===== src/rtl/bus_rx_queue_if.sv =====
// bus_rx_queue_if
//   Signal bundle between the shared bus / local consumer and bus_rx_queue.
//   slave  : the receive queue (samples bus + pull, drives status and head entry)
//   master : whatever drives the bus and consumes entries (bench, consumer logic)
//   Bus side      : bus_valid, bus_src[3:0], bus_dest[3:0], bus_data[DATA_W-1:0]
//   Flow control  : free (to the request queue), taken (capture pulse)
//   Consumer side : pull in; valid, empty, src_out, data_out, ovf out
interface bus_rx_queue_if #(
  parameter int DATA_W = 32
);
  logic              bus_valid;
  logic [3:0]        bus_src;
  logic [3:0]        bus_dest;
  logic [DATA_W-1:0] bus_data;
  logic              pull;

  logic              free;
  logic              taken;
  logic              valid;
  logic              empty;
  logic [3:0]        src_out;
  logic [DATA_W-1:0] data_out;
  logic              ovf;

  modport slave (
    input  bus_valid, bus_src, bus_dest, bus_data, pull,
    output free, taken, valid, empty, src_out, data_out, ovf
  );

  modport master (
    output bus_valid, bus_src, bus_dest, bus_data, pull,
    input  free, taken, valid, empty, src_out, data_out, ovf
  );
endinterface


===== src/rtl/bus_rx_queue.sv =====
// bus_rx_queue
//   Destination-side receive queue. Snoops every bus transfer, captures the
//   ones addressed to MY_ID into a DEPTH-entry FIFO of {src, data}, and
//   advertises room through `free` so the sending request queue only grants
//   when a slot exists. A local consumer drains with pull/valid.
//   Ports:
//     clk  - clock, all state on posedge
//     clr  - asynchronous active-low reset
//     bus  - bus_rx_queue_if.slave (bus inputs, pull, free/taken/valid/empty,
//            head entry src_out/data_out, sticky ovf)
module bus_rx_queue #(
  parameter logic [3:0] MY_ID  = 4'h8,
  parameter int         DEPTH  = 4,
  parameter int         DATA_W = 32
) (
  input  logic          clk,
  input  logic          clr,
  bus_rx_queue_if.slave bus
);

  localparam int AW = $clog2(DEPTH);
  localparam logic [AW:0] DEPTH_C = DEPTH[AW:0];

  logic [4+DATA_W-1:0] mem [DEPTH];
  logic [AW-1:0]       wr_ptr;
  logic [AW-1:0]       rd_ptr;
  logic [AW:0]         count;
  logic                ovf_q;
  logic                taken_q;

  logic hit;
  logic push;
  logic pop;
  logic free_c;
  logic valid_c;

  // free looks only at the count register, never at bus or pull, so the
  // request queue sees no combinational path back through this block.
  assign free_c  = (count < DEPTH_C);
  assign valid_c = (count != '0);

  assign hit  = bus.bus_valid && (bus.bus_dest == MY_ID);
  assign push = hit && free_c;
  assign pop  = bus.pull && valid_c;

  always_ff @(posedge clk or negedge clr) begin
    if (!clr) begin
      wr_ptr  <= '0;
      rd_ptr  <= '0;
      count   <= '0;
      ovf_q   <= 1'b0;
      taken_q <= 1'b0;
    end else begin
      taken_q <= push;
      if (push) wr_ptr <= wr_ptr + 1'b1;
      if (pop)  rd_ptr <= rd_ptr + 1'b1;
      if (push && !pop)      count <= count + 1'b1;
      else if (pop && !push) count <= count - 1'b1;
      if (hit && !free_c) ovf_q <= 1'b1;
    end
  end

  // Storage carries no reset; clr gates writes so a transfer landing while
  // the queue is held in reset leaves nothing behind.
  always_ff @(posedge clk) begin
    if (push && clr) mem[wr_ptr] <= {bus.bus_src, bus.bus_data};
  end

  assign bus.free     = free_c;
  assign bus.valid    = valid_c;
  assign bus.empty    = !valid_c;
  assign bus.taken    = taken_q;
  assign bus.ovf      = ovf_q;
  assign bus.src_out  = mem[rd_ptr][4+DATA_W-1:DATA_W];
  assign bus.data_out = mem[rd_ptr][DATA_W-1:0];

endmodule

===== src/flat_wrapper.sv =====
// flat-port wrapper written by rule: the top's interface ports become plain ports
module bus_rx_queue_flat 
#(
  parameter logic [3:0] MY_ID  = 4'h8,
  parameter int         DEPTH  = 4,
  parameter int         DATA_W = 32
)
  (clk, clr, bus_bus_valid, bus_bus_src, bus_bus_dest, bus_bus_data, bus_pull, bus_free, bus_taken, bus_valid, bus_empty, bus_src_out, bus_data_out, bus_ovf);
  bus_rx_queue_if #(.DATA_W(DATA_W)) bus_i ();
  input  logic clk;
  input  logic clr;
  input wire logic [$bits(bus_i.bus_valid)-1:0] bus_bus_valid;
  input wire logic [$bits(bus_i.bus_src)-1:0] bus_bus_src;
  input wire logic [$bits(bus_i.bus_dest)-1:0] bus_bus_dest;
  input wire logic [$bits(bus_i.bus_data)-1:0] bus_bus_data;
  input wire logic [$bits(bus_i.pull)-1:0] bus_pull;
  output wire logic [$bits(bus_i.free)-1:0] bus_free;
  output wire logic [$bits(bus_i.taken)-1:0] bus_taken;
  output wire logic [$bits(bus_i.valid)-1:0] bus_valid;
  output wire logic [$bits(bus_i.empty)-1:0] bus_empty;
  output wire logic [$bits(bus_i.src_out)-1:0] bus_src_out;
  output wire logic [$bits(bus_i.data_out)-1:0] bus_data_out;
  output wire logic [$bits(bus_i.ovf)-1:0] bus_ovf;
  assign bus_i.bus_valid = bus_bus_valid;
  assign bus_i.bus_src = bus_bus_src;
  assign bus_i.bus_dest = bus_bus_dest;
  assign bus_i.bus_data = bus_bus_data;
  assign bus_i.pull = bus_pull;
  assign bus_free = bus_i.free;
  assign bus_taken = bus_i.taken;
  assign bus_valid = bus_i.valid;
  assign bus_empty = bus_i.empty;
  assign bus_src_out = bus_i.src_out;
  assign bus_data_out = bus_i.data_out;
  assign bus_ovf = bus_i.ovf;
  bus_rx_queue #(.MY_ID(MY_ID), .DEPTH(DEPTH), .DATA_W(DATA_W)) u_core (.clk(clk), .clr(clr), .bus(bus_i));
endmodule

===== config.mk =====
export PLATFORM = sky130hd
export DESIGN_NAME = bus_rx_queue_flat
export DESIGN_NICKNAME = d
export VERILOG_FILES = /design/src/rtl/bus_rx_queue_if.sv /design/src/rtl/bus_rx_queue.sv /design/src/flat_wrapper.sv
export SDC_FILE = /design/constraint.sdc
export NUM_CORES = 1
export LEC_CHECK = 0
export CORE_MARGIN = 2
export CORE_UTILIZATION = 35
export CTS_CLUSTER_SIZE = 16
export DETAILED_ROUTE_END_ITERATION = 7
export SLEW_MARGIN = 15
export SYNTH_ARGS = -nofsm -noshare
export SYNTH_HDL_FRONTEND = slang
export SYNTH_SLANG_ARGS = --single-unit
export TNS_END_PERCENT = 30

===== constraint.sdc =====
create_clock -name clk -period 2.1 [get_ports clk]
set_input_delay 0.21 -clock clk [delete_from_list [all_inputs] [get_ports clk]]
set_output_delay 0.21 -clock clk [all_outputs]
set_load 0.1 [all_outputs]

# [Word level (Yosys, flattened, before mapping)]
# Memory sizes are Yosys's and may differ from the RTL's.
# Index checks and enable logic that the tools add are counted.
[totals] reg_bits=9 mem_bits_rw=144 in_bits=44 output_inout_bits=41 elab_cells=29 n_memories=1
[memory_table] name="u_core.mem" depth=4 word_bits=36 read_ports=1 rd_clocked_by_memory_dff=0 write_ports=1 line="bus_rx_queue.sv:24" source="logic [4+DATA_W-1:0] mem [DEPTH];"
[op_classes] addsub=4 order_cmp=1 n_eq_ne=1 muxes=4 n_reduce_logical=13
[ops] cell="1-bit logical AND" n=7
[ops] cell="3-bit two-way mux" n=2
[ops] cell="2-bit by 1-bit adder with 2-bit output (second input constant)" n=2
[ops] cell="4-bit == test (second input constant)" n=1
[ops] cell="1-bit logical NOT" n=4
[ops] cell="3-bit by 1-bit adder with 3-bit output (second input constant)" n=1
[ops] cell="3-bit less-than comparator (second input constant)" n=1
[ops] cell="3-bit nonzero test" n=1
[ops] cell="3-bit by 1-bit subtractor with 3-bit output (second input constant)" n=1
[ops] cell="1-bit two-way mux" n=2
[ops] cell="2-bit nonzero test" n=1

# [Logic depth before layout (Yosys ltp)]
# Gate-level depths: netlist (run 1).
[depth] ltp_word=7 depth_mapped=9 ltp_nobuf=8

# [Worst setup path before layout (run 1)]
# OpenSTA, ideal clock, no wires.
[synth_path] path_kind="register to register" from="register u_core.count[2]" to="memory u_core.mem[1][0] in the netlist's numbering (enable)" setup_ns=0.397 t_arrival_ns=2.379 t_required_ns=1.703 path_slack_ns=-0.675 stages_incl_launch_ff=5 n_path_buf=1 synth_period_minus_slack_ns=2.775 path_cell_list="dfrtp_1 > inv_1 > and4_1 > buf_4 > and3_1"
[synth_via] elab_chain_len=5
[synth_rtl] item="from (decl)" line="bus_rx_queue.sv:27" source="logic [AW:0] count;"
[synth_rtl] item="from (signal assigned)" line="bus_rx_queue.sv:57" source="if (push && !pop) count <= count + 1'b1;"
[synth_rtl] item="from (signal assigned)" line="bus_rx_queue.sv:58" source="else if (pop && !push) count <= count - 1'b1;"
[synth_rtl] item="3-bit less-than comparator" line="bus_rx_queue.sv:39" source="assign free_c = (count < DEPTH_C);"
[synth_rtl] item="via bus_free" line="flat_wrapper.sv:17" source="output wire logic [$bits(bus_i.free)-1:0] bus_free;"
[synth_rtl] item="1-bit logical AND" line="bus_rx_queue.sv:43" source="assign push = hit && free_c;"
[synth_rtl] item="via u_core.push" line="bus_rx_queue.sv:32" source="logic push;"
[synth_rtl] item="1-bit logical AND" line="bus_rx_queue.sv:66" source="if (push && clr) mem[wr_ptr] <= {bus.bus_src, bus.bus_data};"
[synth_rtl] item="1-bit two-way mux" line="bus_rx_queue.sv:66"
[synth_rtl] item="1-bit two-way mux (implied by the code)" line="bus_rx_queue.sv:66"
[synth_rtl] item="to (decl)" line="bus_rx_queue.sv:24"
# The timed path passes the listed nets, and every way through them passes these cells.

# [Worst setup path in the final report (run 1)]
[layout_path] from="register u_core.rd_ptr[0]" to="output port bus_data_out[13]"
[layout_via] elab_chain_len=1
[layout_rtl] item="from (decl)" line="bus_rx_queue.sv:26" source="logic [AW-1:0] rd_ptr;"
[layout_rtl] item="from (signal assigned)" line="bus_rx_queue.sv:56" source="if (pop) rd_ptr <= rd_ptr + 1'b1;"
[layout_rtl] item="memory 4 x 36 bit"
[layout_rtl] item="to (decl)" line="flat_wrapper.sv:22" source="output wire logic [$bits(bus_i.data_out)-1:0] bus_data_out;"
# No other way between the ends.

==> results of run 1 <==
cell families (layout without fill, tap and decap cells):
group | after synthesis | after routing
muxes | 38 | 38
buffers and inverters | 14 | 141
and+or+nand+nor | 10 | 10
DFF | 153 | 153
adders and majority gates | 6 | 6
AOI/OAI and AO/OA | 1 | 1
xor gates and xnor gates | 6 | 6
worst max-delay path, cell delays in order (launching register included):
cell and delay, ns:
sky130_fd_sc_hd__dfrtp_2 0.40, sky130_fd_sc_hd__buf_12 0.22, sky130_fd_sc_hd__mux4_2 0.60, sky130_fd_sc_hd__buf_12 0.20
layer usage:
layer	global-route usage (%)	vias to the layer above
met3	4.21	15
met1	16.8	1403
li1	-	1190
met4	5.07	0
met2	20.7	75
met5	0	-
flip-flops by register name, indices dropped and copies added (netlist names):
name and count:
u_core.wr_ptr 2, u_core.mem 144, u_core.rd_ptr 2, u_core.bus.ovf 1
u_core.bus.taken 1, u_core.count 3
path summary, 6_finish.rpt:
check	from	endpoint	slack, ns	cells past startpoint
hold / removal	clr	u_core.bus.ovf	0.21	2
hold reg to reg	u_core.bus.ovf	u_core.bus.ovf	0.48	1
min in group clk	bus_bus_data[26]	u_core.mem[0][26]	0.43	1
setup reg to reg	u_core.count[0]	u_core.count[2]	0.14	8
max in group asynchronous	clr	u_core.rd_ptr[1]	1.74	2
setup / recovery	u_core.rd_ptr[0]	bus_data_out[13]	0.04	3
area by class of cell:
type | instances | area [sq um]
flip-flops and latches | 153 | 4550
well taps | 216 | 270
repair buffers | 104 | 1430
inverters | 5 | 22.5
fillers | 1292 | 7920
multi-input cells | 61 | 1060
clock inverters | 14 | 194
clock buffers | 18 | 429
through the flow:
step	worst slack, ns	util (%)
final	0.0364	50.1
after global placement	-0.0345	46.1
after global routing	-0.0292	50.1
after detailed placement	-0.115	46.1
after floorplan	-0.190	-
after CTS	0.00622	50.1
Yosys cell counts:
cell                       number
sky130_fd_sc_hd__a41o_1         1
sky130_fd_sc_hd__and3_1         4
sky130_fd_sc_hd__and4_1         1
sky130_fd_sc_hd__buf_12         2
sky130_fd_sc_hd__buf_2          4
sky130_fd_sc_hd__buf_4          2
sky130_fd_sc_hd__buf_6          1
sky130_fd_sc_hd__dfrtp_1        9
sky130_fd_sc_hd__edfxtp_1     144
sky130_fd_sc_hd__fa_1           1
sky130_fd_sc_hd__ha_1           5
sky130_fd_sc_hd__inv_1          5
sky130_fd_sc_hd__mux2_2         2
sky130_fd_sc_hd__mux4_2        36
sky130_fd_sc_hd__nand2_1        1
sky130_fd_sc_hd__nand3_1        1
sky130_fd_sc_hd__nor2_1         1
sky130_fd_sc_hd__nor3_1         1
sky130_fd_sc_hd__or3_1          1
sky130_fd_sc_hd__xnor2_1        5
sky130_fd_sc_hd__xor2_1         1
timing repair:
item,CTS,global route
hold buffers,0,0
gates resized for setup,2,1
setup endpoints to repair,17,24
==> impl_results.md, run 1 <==
- Data required time of the worst path: 1.89 ns
- Met3 Routed Length: about 550 microns
- Number of synthesis warnings: 0
- Number of instances in the synthesized netlist: around 230
- Clock tree from TritonCTS: built
- Buffers inserted during post-CTS setup optimization: 0
- Layout Skew: between 0.007 and 0.008 ns
- Status: finished clean
- Syn_area_per_cell: around 25 sq um
- Final #Nets: between 300 and 400
- Data arrival, critical path: roughly 1.9 ns
- Cell Count Post-Placement: roughly 540
- Routed length on met2: 5260 microns
- Routed metal-1 wirelength: roughly 4600 microns
- Clock latency reported for the late side of the worst-skew pair: a little over 0.4 ns
- Maximum clock rate: 485 MHz
- Layout overhead on the synthesized area: 39.9%
- Area enclosed by the die boundary: between 15000 and 20000 sq um
- DRC: 0
- Core area: 15900 sq um
- Synth area leader: sky130_fd_sc_hd__edfxtp_1
- Setup repair after global routing missed its margin: true
- Half-perimeter wire length of the detailed placement result: 6970 microns
- Sum of negative setup slack: 0 ns
- Max_cap viols: 0
- Number of standard-cell rows in the floorplan: between 40 and 50
- Adder-cell area share of the yosys netlist: 1.45%
- Inserted Clock Buffers: 17
- Clock transition at the registers of the reported paths: ~0.06 ns
- Drt first-iter violations: 230
- Number of global-route vias before repair: ~3000
- Final slew viol count: 0
- Number of sinks on the clock net: ~150
- GRT Total Usage: between 10% and 20%
- Vertical extent of the die: 132 microns
- Area share of the largest cell type after synthesis: around three quarters
- Crit start category: flop
- Post-route non-filler standard cell count: 571
- Top library cells by usage in the layout, fill and taps aside: sky130_fd_sc_hd__edfxtp_1 (144), sky130_fd_sc_hd__clkdlybuf4s50_1 (43), sky130_fd_sc_hd__buf_12 (43)
- Combinational family with the most area after synthesis: multiplexers
- Final number of hold-violating endpoints: 0
- FF+latch count, synth: around 150
- Least-Margin Pin Slew: 0.282 ns
- Most common cell after layout, fill and taps aside: sky130_fd_sc_hd__edfxtp_1
- Synth unique cells: 21
- Chip width: between 100 and 150 microns
- Worst-case clock buffer depth: 2
- Xor-xnor portion of the synthesized cell area: less than 1%
- Ratio of routed vias to standard cells: roughly 4.7
- Startpoint-to-endpoint class of the critical path: reg -> out
- Wire length of the first global-routing pass: approximately 17000 microns
- Final cycle utilization of the critical path: 98.3%
- Sum of overflow across all layers after global routing: 0
- Time the final worst path needs with I/O delays and setup: approximately 2.1 ns
- Cell area after synthesis: between 5000 and 6000 sq um
- Crit path capture type: output pin
- Routability cong.: about 0.7
- Top metal layer carrying routed signals: met4
- Largest driver fanout on the critical path: 23
- Setup-violating endpoint count in the final report: 0
- Starting density of the core: a little over a third
- Post-placement cell area: between 7000 and 8000 sq um
- Number of primary I/O pins: 85
- Final-layout worst hold slack: approximately 0.21 ns
- Largest net degree at the start of global routing: 26
- Number of vias in the routed layout: ~2700
- Antenna violation net count after detailed routing: 0
- Mux share of post-synthesis cell area: 14.6%
- Post-route cell area: 7960 sq um
- Number of diodes added for antenna fixing: 0
- First-pass iteration count of the detailed router: 6
- Relative slew slack: between 80 and 90%
- Synthesized-area fraction occupied by ao, oa, aoi and oai cells: less than 1%
- Root buffer cell: sky130_fd_sc_hd__clkbuf_16
- Syn Nets: 278
- DRT Wirelength: approximately 11000 microns
- Ratio of cells with drive above 1 in the final layout: around two fifths
- Initial antenna violation count: 0
- Classification of the worst-slack hold path: in -> async
- H-tree levels: 4
- Portion of the post-synthesis area used by sequential elements: approximately four fifths
- Post-synthesis share of cell area spent on and, or, nand and nor gates: under 10%
- IO buf count: 84
- Largest cells by area after synthesis: sky130_fd_sc_hd__edfxtp_1 (76%), sky130_fd_sc_hd__mux4_2 (14%), sky130_fd_sc_hd__dfrtp_1 (4.0%)
- Routed WL per cell: 18.5 microns
Power of run 1 is not shown: default switching activity piles up to over one toggle a cycle in this logic, so the estimate is an artifact.
==> run 2, diff against run 1 <==
Clock period 2.1 ns to 1.77 ns, I/O delays scaled along.
==> impl_results.md, run 2 (same netlist as run 1, synthesis figures left out) <==
- Time the final worst path needs with I/O delays and setup: between 1.5 and 2 ns
- Final slew viol count: 0
- Max_cap viols: 0
- Number of vias in the routed layout: 2631
- Setup-violating endpoint count in the final report: 40
- Worst-case setup margin in the final layout: -0.225 ns
- Top library cells by usage in the layout, fill and taps aside: sky130_fd_sc_hd__edfxtp_1 (144), sky130_fd_sc_hd__buf_12 (51), sky130_fd_sc_hd__clkdlybuf4s50_1 (42)
- Worst-case clock buffer depth: 2
- Core area: between 15000 and 20000 sq um
- Most common cell after layout, fill and taps aside: sky130_fd_sc_hd__edfxtp_1
- Met3 usage in global routing: approximately 4.4%
- Met1 track utilization from global routing: between 10% and 20%
- Worst reg-to-reg setup slack: -0.06 ns
- Startpoint of the worst-slack reg-to-reg timing path: u_core.count[2]
- Final cycle utilization of the critical path: 113%
- Half-perimeter wire length of the detailed placement result: ~6600 microns
- Starting density of the core: 35.8%
- Setup repair after global routing missed its margin: true
- Classification of the worst-slack hold path: in -> async
- Endpoint of the worst register-to-register path: u_core.count[1]
- DRT Wirelength: slightly above 10000 microns
- Number of sinks on the clock net: around 150
- Inserted Clock Buffers: 17
- Maximum clock rate: between 500 and 600 MHz
- Violated checks: negative setup slack
- Layout Skew: between 0.006 and 0.007 ns
- Least-Margin Pin Slew: about 0.32 ns
- Initial antenna violation count: 0
- Crit path capture type: output pin
- Antenna violation net count after detailed routing: 0
- Ratio of routed vias to standard cells: roughly 4.6
- Largest registers: u_core.mem: 144 flops, u_core.count: 3 flops
- Layout overhead on the synthesized area: 42.2%
- Wire length of the first global-routing pass: about 16000 microns
- Largest register by flop count: u_core.mem
- Clock tree from TritonCTS: built
- Data required time of the worst path: around 1.6 ns
- Global routing's busiest layer: met2
- Clock transition at the registers of the reported paths: about 0.060 ns
- Area enclosed by the die boundary: 17300 sq um
- Crit start category: flop
- Largest driver fanout on the critical path: 20
- Number of primary I/O pins: 85
- Number of cell instances on the worst register-to-register path: 6
- Drt first-iter violations: 162
- Routability cong.: between 0.6 and 0.7
- Vertical extent of the die: ~130 microns
- Number of global-route vias before repair: ~2900
- Chip width: about 130 microns
- IO buf count: 84
- First-pass iteration count of the detailed router: 4
- Number of flip-flops in the largest register: around 140
- Number of diodes added for antenna fixing: 0
- Sum of overflow across all layers after global routing: 0
- Root buffer cell: sky130_fd_sc_hd__clkbuf_16
- Data arrival, critical path: 1.82 ns
- GRT Total Usage: between 10% and 20%
- Final #Nets: ~400
- Ratio of cells with drive above 1 in the final layout: 40.0%
- Post-route cell area: 8090 sq um
- Largest net degree at the start of global routing: 22
- Final number of hold-violating endpoints: 0
- H-tree levels: 4
- Status: finished with violations
- Number of standard-cell rows in the floorplan: 46
- DRC: 0
- Relative slew slack: ~80%
- Startpoint-to-endpoint class of the critical path: reg -> out
- Routed WL per cell: approximately 18 microns
- Clock latency reported for the late side of the worst-skew pair: about 0.41 ns
- Global routing met2 resource utilization: approximately a fifth
- Post-placement cell area: 7450 sq um
- Fill cells: roughly 1300
## run 2: area by class of cell
cell class              instances  area (sq um)  area share (%)
clock inverters                12           109            1.35
clock buffers                  19           433            5.35
repair buffers                110          1610            20.0
flip-flops and latches        153          4550            56.3
multi-input cells              61          1090            13.4
well taps                     216           270            3.34
inverters                       5          25.0           0.309
## run 2: worst max path at each step
stage	start	depth (start not counted)	endpoint
2_1_floorplan	u_core.count[2]	7	u_core.count[1]
3_3_place_gp	bus_bus_dest[1]	9	u_core.count[2]
3_5_place_dp	bus_bus_dest[0]	9	u_core.count[2]
4_1_cts	u_core.rd_ptr[0]	3	bus_src_out[1]
5_1_grt	u_core.rd_ptr[0]	3	bus_src_out[1]
6_report	u_core.rd_ptr[0]	3	bus_src_out[1]
## run 2: what timing repair did
item	4_1_cts	5_1_grt
setup endpoints to repair	39	183
gates cloned	0	2
hold buffers	1	0
buffers inserted	0	1
resized for setup	4	8
pin swaps	0	6
endpoints found under the hold margin	2	0
## run 2: worst max-delay path: stages (launching register included)
cell,delay (ns)
sky130_fd_sc_hd__dfrtp_2,0.41
sky130_fd_sc_hd__buf_12,0.21
sky130_fd_sc_hd__mux4_2,0.59
sky130_fd_sc_hd__buf_12,0.20
## run 2: per-layer routing
metal | vias up | part of all wire, % | wire length, microns
met1 | 1345 | 44 | 4560
met4 | 0 | 1.3 | 131
met5 | - | 0 | 0
met3 | 14 | 5.5 | 562
met2 | 72 | 49 | 5000
li1 | 1200 | - | -
## run 2: per-stage QoR
stage / hold WS, ns / TNS (ns) / setup WS (ns) / instances / utilization (%)
after floorplan: -0.119 / -50.33 / -0.520 / 228 / -
after global placement: 0.431 / -31.96 / -0.318 / 542 / 46.9
after detailed placement: 0.433 / -36.79 / -0.376 / 542 / 46.9
after CTS: 0.383 / -8.45 / -0.260 / 574 / 50.5
after global routing: 0.104 / -10.10 / -0.293 / 576 / 50.9
final: 0.0990 / -6.95 / -0.225 / 576 / 50.9
Power of run 2 is left out for the same reason.
